## config.mk

```make
export PLATFORM = sky130hd
export DESIGN_NAME = inert_sched_flat
export DESIGN_NICKNAME = d
export VERILOG_FILES = /design/src/rtl/inert_sched_pkg.sv /design/src/rtl/inert_sched_if.sv /design/src/rtl/inert_sched.sv /design/src/flat_wrapper.sv
export SDC_FILE = /design/constraint.sdc
export NUM_CORES = 1
export LEC_CHECK = 0
export ABC_AREA = 0
export BUFFER_PORTS_ARGS = -buffer_cell sky130_fd_sc_hd__clkbuf_2
export CORE_MARGIN = 2
export CORE_UTILIZATION = 53
export DETAILED_ROUTE_END_ITERATION = 12
export GPL_TIMING_DRIVEN = 0
export PLACE_DENSITY = 0.83
export SYNTH_ARGS = -nofsm -noshare
export SYNTH_HDL_FRONTEND = slang
export SYNTH_SLANG_ARGS = --single-unit
```

## constraint.sdc

```tcl
create_clock -name clk -period 2.98 [get_ports clk]
set_input_delay 0.298 -clock clk [delete_from_list [all_inputs] [get_ports clk]]
set_output_delay 0.298 -clock clk [all_outputs]
set_load 0.01 [all_outputs]
```

## src/rtl/inert_sched_pkg.sv

```systemverilog
// Shared definitions for the gyro SPI transaction sequencer: FSM states,
// SPI command words and small decode helpers.
package inert_pkg;

  typedef enum logic [3:0] {
    PWRUP    = 4'd0,
    CFG0_ISS = 4'd1,
    CFG0_WT  = 4'd2,
    CFG1_ISS = 4'd3,
    CFG1_WT  = 4'd4,
    CFG2_ISS = 4'd5,
    CFG2_WT  = 4'd6,
    WAIT_INT = 4'd7,
    RDL_ISS  = 4'd8,
    RDL_WT   = 4'd9,
    RDH_ISS  = 4'd10,
    RDH_WT   = 4'd11
  } state_t;

  // Bit 15 set marks a read; read data comes back in resp[7:0].
  localparam logic [15:0] CFG0    = 16'h0D02;  // INT on data ready
  localparam logic [15:0] CFG1    = 16'h1160;  // gyro 416 Hz, 250 dps
  localparam logic [15:0] CFG2    = 16'h1440;  // rounding on
  localparam logic [15:0] RD_YAWL = 16'hA600;
  localparam logic [15:0] RD_YAWH = 16'hA700;

  // True for the states that launch an SPI transaction.
  function automatic logic is_iss(input state_t s);
    logic r;
    case (s)
      CFG0_ISS, CFG1_ISS, CFG2_ISS, RDL_ISS, RDH_ISS: r = 1'b1;
      default:                                        r = 1'b0;
    endcase
    return r;
  endfunction

  // Command word sent by each issue state.
  function automatic logic [15:0] iss_cmd(input state_t s);
    logic [15:0] c;
    case (s)
      CFG0_ISS: c = CFG0;
      CFG1_ISS: c = CFG1;
      CFG2_ISS: c = CFG2;
      RDL_ISS:  c = RD_YAWL;
      RDH_ISS:  c = RD_YAWH;
      default:  c = 16'h0000;
    endcase
    return c;
  endfunction

endpackage

```

## src/rtl/inert_sched_if.sv

```systemverilog
// Request/response link between the sequencer and the 16-bit SPI master.
interface inert_sched_if;
  logic        snd;   // one-cycle transaction start
  logic [15:0] cmd;   // command word, stable until done
  logic        done;  // transaction complete (stale high until after next snd)
  logic [15:0] resp;  // received word, valid while done is high

  modport master (output snd, output cmd, input done, input resp);
  modport slave  (input snd, input cmd, output done, output resp);
endinterface

```

## src/rtl/inert_sched.sv

```systemverilog
// Gyro transaction sequencer: power-up delay, three configuration writes,
// then a low/high yaw-rate read pair on every data-ready interrupt.
module inert_sched
  import inert_pkg::*;
#(
  parameter int PWRUP_W = 16
) (
  input  logic               clk,
  input  logic               rst_n,
  input  logic               INT,
  inert_sched_if.master      spi,
  output logic [15:0]        yaw_rt,
  output logic               vld,
  output logic               cfg_done
);

  localparam logic [PWRUP_W-1:0] CNT_ONE = PWRUP_W'(1);

  state_t              state_q, state_d;
  logic [PWRUP_W-1:0]  cnt_q, cnt_d;
  logic                int_s1_q, int_s2_q;
  logic                snd_q, snd_d;
  logic [15:0]         cmd_q, cmd_d;
  logic [15:0]         yaw_q, yaw_d;
  logic                vld_q, vld_d;
  logic                cfg_q, cfg_d;
  logic [7:0]          low_q, low_d;
  logic                resp_hi_unused;

  // Upper response byte carries nothing for the registers we read.
  assign resp_hi_unused = ^spi.resp[15:8];

  // State register.
  always_ff @(posedge clk or negedge rst_n) begin
    if (!rst_n) begin
      state_q <= PWRUP;
    end else begin
      state_q <= state_d;
    end
  end

  // Next-state logic; done is only honoured in wait states, so the stale
  // done seen during an issue cycle cannot advance the sequence.
  always_comb begin
    state_d = state_q;
    case (state_q)
      PWRUP:    if (&cnt_q)      state_d = CFG0_ISS; else state_d = PWRUP;
      CFG0_ISS:                  state_d = CFG0_WT;
      CFG0_WT:  if (spi.done)    state_d = CFG1_ISS; else state_d = CFG0_WT;
      CFG1_ISS:                  state_d = CFG1_WT;
      CFG1_WT:  if (spi.done)    state_d = CFG2_ISS; else state_d = CFG1_WT;
      CFG2_ISS:                  state_d = CFG2_WT;
      CFG2_WT:  if (spi.done)    state_d = WAIT_INT; else state_d = CFG2_WT;
      WAIT_INT: if (int_s2_q)    state_d = RDL_ISS;  else state_d = WAIT_INT;
      RDL_ISS:                   state_d = RDL_WT;
      RDL_WT:   if (spi.done)    state_d = RDH_ISS;  else state_d = RDL_WT;
      RDH_ISS:                   state_d = RDH_WT;
      RDH_WT:   if (spi.done)    state_d = WAIT_INT; else state_d = RDH_WT;
      default:                   state_d = PWRUP;
    endcase
  end

  // Output/datapath next values; snd and cmd are loaded on entry to an
  // issue state so the registered strobe coincides with that state.
  always_comb begin
    snd_d = 1'b0;
    cmd_d = cmd_q;
    yaw_d = yaw_q;
    vld_d = 1'b0;
    cfg_d = cfg_q;
    low_d = low_q;
    cnt_d = cnt_q;
    if (is_iss(state_d)) begin
      snd_d = 1'b1;
      cmd_d = iss_cmd(state_d);
    end else begin
      snd_d = 1'b0;
    end
    case (state_q)
      PWRUP: begin
        if (!(&cnt_q)) cnt_d = cnt_q + CNT_ONE;
        else           cnt_d = cnt_q;
      end
      CFG2_WT: begin
        if (spi.done) cfg_d = 1'b1;
        else          cfg_d = cfg_q;
      end
      RDL_WT: begin
        if (spi.done) low_d = spi.resp[7:0];
        else          low_d = low_q;
      end
      RDH_WT: begin
        if (spi.done) begin
          yaw_d = {spi.resp[7:0], low_q};
          vld_d = 1'b1;
        end else begin
          vld_d = 1'b0;
        end
      end
      default: begin
        cnt_d = cnt_q;
      end
    endcase
  end

  // Output, datapath and INT synchronizer registers.
  always_ff @(posedge clk or negedge rst_n) begin
    if (!rst_n) begin
      cnt_q    <= '0;
      int_s1_q <= 1'b0;
      int_s2_q <= 1'b0;
      snd_q    <= 1'b0;
      cmd_q    <= 16'h0000;
      yaw_q    <= 16'h0000;
      vld_q    <= 1'b0;
      cfg_q    <= 1'b0;
      low_q    <= 8'h00;
    end else begin
      cnt_q    <= cnt_d;
      int_s1_q <= INT;
      int_s2_q <= int_s1_q;
      snd_q    <= snd_d;
      cmd_q    <= cmd_d;
      yaw_q    <= yaw_d;
      vld_q    <= vld_d;
      cfg_q    <= cfg_d;
      low_q    <= low_d;
    end
  end

  assign spi.snd  = snd_q;
  assign spi.cmd  = cmd_q;
  assign yaw_rt   = yaw_q;
  assign vld      = vld_q;
  assign cfg_done = cfg_q;

endmodule

```

## src/flat_wrapper.sv

```systemverilog
// flat-port wrapper written by rule: the top's interface ports become plain ports
module inert_sched_flat import inert_pkg::*;
#(
  parameter int PWRUP_W = 16
)
  (clk, rst_n, INT, yaw_rt, vld, cfg_done, spi_snd, spi_cmd, spi_done, spi_resp);
  inert_sched_if spi_i ();
  input  logic clk;
  input  logic rst_n;
  input  logic INT;
  output logic [15:0] yaw_rt;
  output logic vld;
  output logic cfg_done;
  output wire logic [$bits(spi_i.snd)-1:0] spi_snd;
  output wire logic [$bits(spi_i.cmd)-1:0] spi_cmd;
  input wire logic [$bits(spi_i.done)-1:0] spi_done;
  input wire logic [$bits(spi_i.resp)-1:0] spi_resp;
  assign spi_snd = spi_i.snd;
  assign spi_cmd = spi_i.cmd;
  assign spi_i.done = spi_done;
  assign spi_i.resp = spi_resp;
  inert_sched #(.PWRUP_W(PWRUP_W)) u_core (.clk(clk), .rst_n(rst_n), .INT(INT), .spi(spi_i), .yaw_rt(yaw_rt), .vld(vld), .cfg_done(cfg_done));
endmodule
```

# ---- Yosys cells after proc, flatten, opt, wreduce, memory -nomap -nowiden
# Cells that the tools add are included.
dict set report word_totals {
  out_inout_bits 35
  in_bits 20
  regBits 65
}
dict set report op_classes {
  n_reduce_logical 7
  bitwise 1
  n_mux 13
  eq_ne 16
  n_addsub 1
}
# operator n
set op_table {}
lappend op_table {{one-hot mux 16 bit (5 select lines)} 1}
lappend op_table {{one-hot mux 4 bit (12 select lines)} 1}
lappend op_table {{== test 4 bit (second input constant)} 6}
lappend op_table {{== test 4 x 3 -> 1 bit (second input constant)} 5}
lappend op_table {{adder 16 x 1 -> 16 bit (second input constant)} 1}
lappend op_table {{AND reduction 16 bit} 1}
lappend op_table {{== test 4 x 2 -> 1 bit (second input constant)} 3}
lappend op_table {{== test 4 x 1 -> 1 bit (second input constant)} 2}
lappend op_table {{2-to-1 mux 1 bit} 8}
lappend op_table {{2-to-1 mux 4 bit} 2}
lappend op_table {{AND reduction 2 bit} 4}
lappend op_table {{OR reduction 5 bit} 1}
lappend op_table {{zero test 4 bit} 1}
lappend op_table {{2-to-1 mux 2 bit} 1}
lappend op_table {{NOT 1 bit} 1}

# ---- Depth between registers and ports, before layout
dict set report depth {
  depth_word 7
  depth_mapped 7
  ltp_nobuf 6
}

# ---- Least setup slack after synthesis
# Ideal clock, no wire load.
dict set report synth_path {
  path_kind {register to register}
  start {register u_core.state_q[0]}
  end {register u_core.cnt_q[13]}
  path_stages_with_launch 7
  synth_period_minus_slack_ps 2078
  arrival_time_ps 1998
  n_path_buf 1
  setup_slack_ps 902
  setup_time_ps 79
  path_cell_list {dfrtp_1 > buf_6 > or4_4 > or3_1 > or3_4 > nor2_2 > xor2_1}
}
dict set report synth_between {
  elab_chain_cells 2
}
# element line_no
set synth_lines {}
lappend synth_lines {{from (decl)} inert_sched.sv:19} ;# state_t state_q, state_d;
lappend synth_lines {{from (signal assigned)} inert_sched.sv:38} ;# state_q <= state_d;
lappend synth_lines {{zero test 4 bit} inert_sched.sv:79} ;# case (state_q)
lappend synth_lines {{AND reduction 2 bit (no line)} --}
lappend synth_lines {{to (signal assigned)} inert_sched.sv:119} ;# cnt_q <= cnt_d;
lappend synth_lines {{to (decl)} inert_sched.sv:20} ;# logic [PWRUP_W-1:0] cnt_q, cnt_d;
# No other way between the ends.
# A chain may end at the register's enable or synchronous reset.

# ---- Worst setup path in the final report
dict set report layout_path {
  start {register u_core.state_q[2]}
  end {register u_core.yaw_q[10] (netlist: u_core.yaw_rt[10])}
}
dict set report layout_between {
  elab_chain_cells 2
}
# element line_no
set layout_lines {}
lappend layout_lines {{== test 4 bit} inert_sched.sv:79}
lappend layout_lines {{AND reduction 2 bit (no line)} --}
lappend layout_lines {{to (signal assigned)} inert_sched.sv:124} ;# yaw_q <= yaw_d;
lappend layout_lines {{to (decl)} inert_sched.sv:24} ;# logic [15:0] yaw_q, yaw_d;
# No other way between the ends.

==> run metrics <==
htree depth 2; Clock Sinks 55; sequential power share 0.464; Data required, critical path 3190 ps; post-DP HPWL 3.26 mm; CTS max path bufs 2; GRT Total Usage 0.190; maximum capacitance violations 0; Max Fclk 425 MHz; Ant. Diodes 0; Core Region 4410 um^2; Mapped Cells 209; Pwr per Cell Area 794 nW/um^2; Starting DRT DRC Count 109; cell row count 24; switching part of the total 0.353; Slew HR 0.491; Post-layout nets 284; wire per inst 14.2 um; Slew Limit Fails 0; WS Path Type register to register; die area 5230 um^2; grt total ovfl 0; count of final setup violators 0; initial antenna violation count 0; Int Pwr 1.48 mW; Residual DRC 0; clock power share 0.190; post-synthesis mux area share 0.122; setup TNS 0 ps; Least-Margin Pin Slew 760 ps; synthesized flop and latch total 55; first-pass GRT wire length 7.67 mm; Die Y 72.3 um; share of post-route cells with drive strength above 1 0.364; minimum hold slack 73.3 ps; Syn. warnings 0; crit start category register; Skew-Pair Late Insertion Delay 320 ps; post-synthesis compound-gate area fraction 0.0677; I/O pin cnt 55; Starting Density 0.561; syn avg cell area 11.8 um^2; adder-cell share of the synthesized area 0.00506; HP Class input pin to register; TritonCTS Buffers 5; post-route minimum period 2350 ps; Die X 72.3 um; status completed; Logic pwr share 0.345; CTS tree built; Area growth, synth to finish 16.5%; Static Leakage 1.46 nW; cell area after synthesis 2470 um^2; xor and xnor area share after synthesis 0.0531; DR vias 1746; crit path DAT 2560 ps; fin crit share 0.790; main combinational cell family by area after synthesis simple AND/OR/NAND/NOR gates; sequential element share of the synthesized area 0.556; pin count of the biggest net entering global routing 56; 1st-pass router iterations 4; Setup Skew 11.2 ps; Routed Antenna Nets 0; final hold vios 0; vias in the first global route 1685; switching pwr 808 uW; CP Capture Type register; Simple-Gate Fraction of Synth Area 0.144; CTS root buffer clkbuf_8; via/cell ratio 5.53; VDD IR-drop max 0.415 mV; Final Wtd Congestion 0.886; post-synth cell types 45; RSZ-0062 raised after global routing no; Worst-path clk slew 110 ps; Buffers on Ports 40; crit-path max FO 10; total routed wirelength 4.50 mm
[worst paths after layout]
| check | end | slack [ps] | cells after the start | start |
|---|---|---|---|---|
| hold / removal | u_core.int_s1_q$_DFF_PN0_ | 70 | 1 | INT |
| setup reg to reg | u_core.yaw_rt[10]$_DFFE_PN0P_ | 630 | 5 | u_core.state_q[2]$_DFF_PN0_ |
| setup / recovery | u_core.yaw_rt[10]$_DFFE_PN0P_ | 630 | 5 | u_core.state_q[2]$_DFF_PN0_ |
| hold reg to reg | u_core.int_s2_q$_DFF_PN0_ | 360 | 0 | u_core.int_s1_q$_DFF_PN0_ |
| max in group asynchronous | u_core.spi.snd$_DFF_PN0_ | 2090 | 3 | rst_n |
| min in group asynchronous | u_core.yaw_rt[10]$_DFFE_PN0P_ | 380 | 2 | rst_n |
[sequential cells by signal, indices dropped and copies added (netlist names)]
| signal | count |
|---|---|
| u_core.cnt_q | 16 |
| u_core.yaw_rt | 16 |
| u_core.low_q | 8 |
| u_core.spi.cmd | 6 |
| u_core.state_q | 4 |
| u_core.cfg_done | 1 |
| u_core.int_s1_q | 1 |
| u_core.int_s2_q | 1 |
| u_core.spi.snd | 1 |
| u_core.vld | 1 |
[power by group through the flow]
| stage | Combinational [mW] | Clock [mW] | Sequential [mW] |
|---|---|---|---|
| detailed placement | 0.786 | 0 | 1.08 |
| finish | 0.791 | 0.435 | 1.06 |
| global placement | 0.766 | 0 | 1.07 |
| floorplan | 0.517 | 0 | 1.09 |
| global route | 0.885 | 0.480 | 1.09 |
| CTS | 0.790 | 0.446 | 1.06 |
[cell usage after synthesis (all sizes together)]
cell type  count  area share
a21oi          6       0.014
a221oi         1      0.0035
a31oi          3      0.0076
a32oi          1      0.0035
and2           1      0.0025
and3           2      0.0051
and4           1      0.0035
buf           12       0.037
clkbuf         3      0.0045
conb           1      0.0015
dfrtp         55        0.56
ha             1      0.0051
inv            6      0.0091
mux2          26        0.12
mux2i          1      0.0040
nand2         14       0.021
nand2b         2      0.0051
nand3          8       0.016
nand3b         1      0.0030
nand4          8       0.020
nor2          10       0.018
nor2b          2      0.0051
nor3           4      0.0081
nor3b          3       0.011
nor4           1      0.0025
o211ai         3      0.0091
o21a           1      0.0030
o21ai          4      0.0081
o21bai         1      0.0030
o22a           1      0.0035
o22ai          1      0.0025
o31a           1      0.0035
o31ai          1      0.0030
o32ai          1      0.0035
or2            2      0.0051
or3            4       0.012
or4            1      0.0045
xnor2          7       0.025
xor2           8       0.028
[critical path, stage by stage (launching register included)]
cell	delay [ps]
dfrtp_1	450
inv_1	160
nand3_1	140
nor2_1	570
clkbuf_1	520
mux2_2	400
[layer usage]
layer	wire length (um)	track usage
met4	71	0.0629
met3	275	0.0611
met1	1940	0.240
met5	0	0
met2	2220	0.310
[repair_timing]
item | CTS | global route
endpoints found under the hold margin | 0 | 11
hold buffers | 0 | 1
buffers inserted | 0 | 0
gates resized for setup | 0 | 0
[stage by stage]
step                      instances  instance area [um^2]  total power, mW   util  setup slack [ps]
after floorplan                 214                  2490             1.61      -               902
after global placement          306                  2760             1.83  0.625               720
after detailed placement        306                  2760             1.86  0.625               638
after CTS                       314                  2850             2.30  0.647               606
after global routing            316                  2880             2.45  0.653               528
final                           316                  2880             2.29  0.653               626
[placed cells by master, fill, tap and decap left out, drive strengths merged, types with 2 or more instances in the layout]
cell,Yosys,routed
nand2,14,14
or2,2,2
nor2b,2,2
buf,12,14
or3,4,4
a21oi,6,6
conb,1,6
and3,2,2
o21ai,4,4
nor3,4,4
dfrtp,55,55
o211ai,3,3
mux2,26,26
xnor2,7,7
nand4,8,8
clkbuf,3,47
nand2b,2,2
xor2,8,8
nor3b,3,3
inv,6,8
a31oi,3,3
nand3,8,8
nor2,10,10
[logic make-up after synthesis]
group,Yosys count
fa+ha+maj,1
buf+inv,21
simple gates,64
other cells,1
mux,27
compound gates,25
flops,55
xor+xnor,15
[area by class of cell]
class / instances / area (um^2)
fillers: 338 / 1530
flip-flops and latches: 55 / 1380
multi-input cells: 138 / 992
repair buffers: 42 / 230
plain buffers: 15 / 103
clock buffers: 5 / 68.8
well taps: 52 / 65.1
clock inverters: 3 / 26.3
inverters: 6 / 22.5
(Power assumes the default switching activity.)
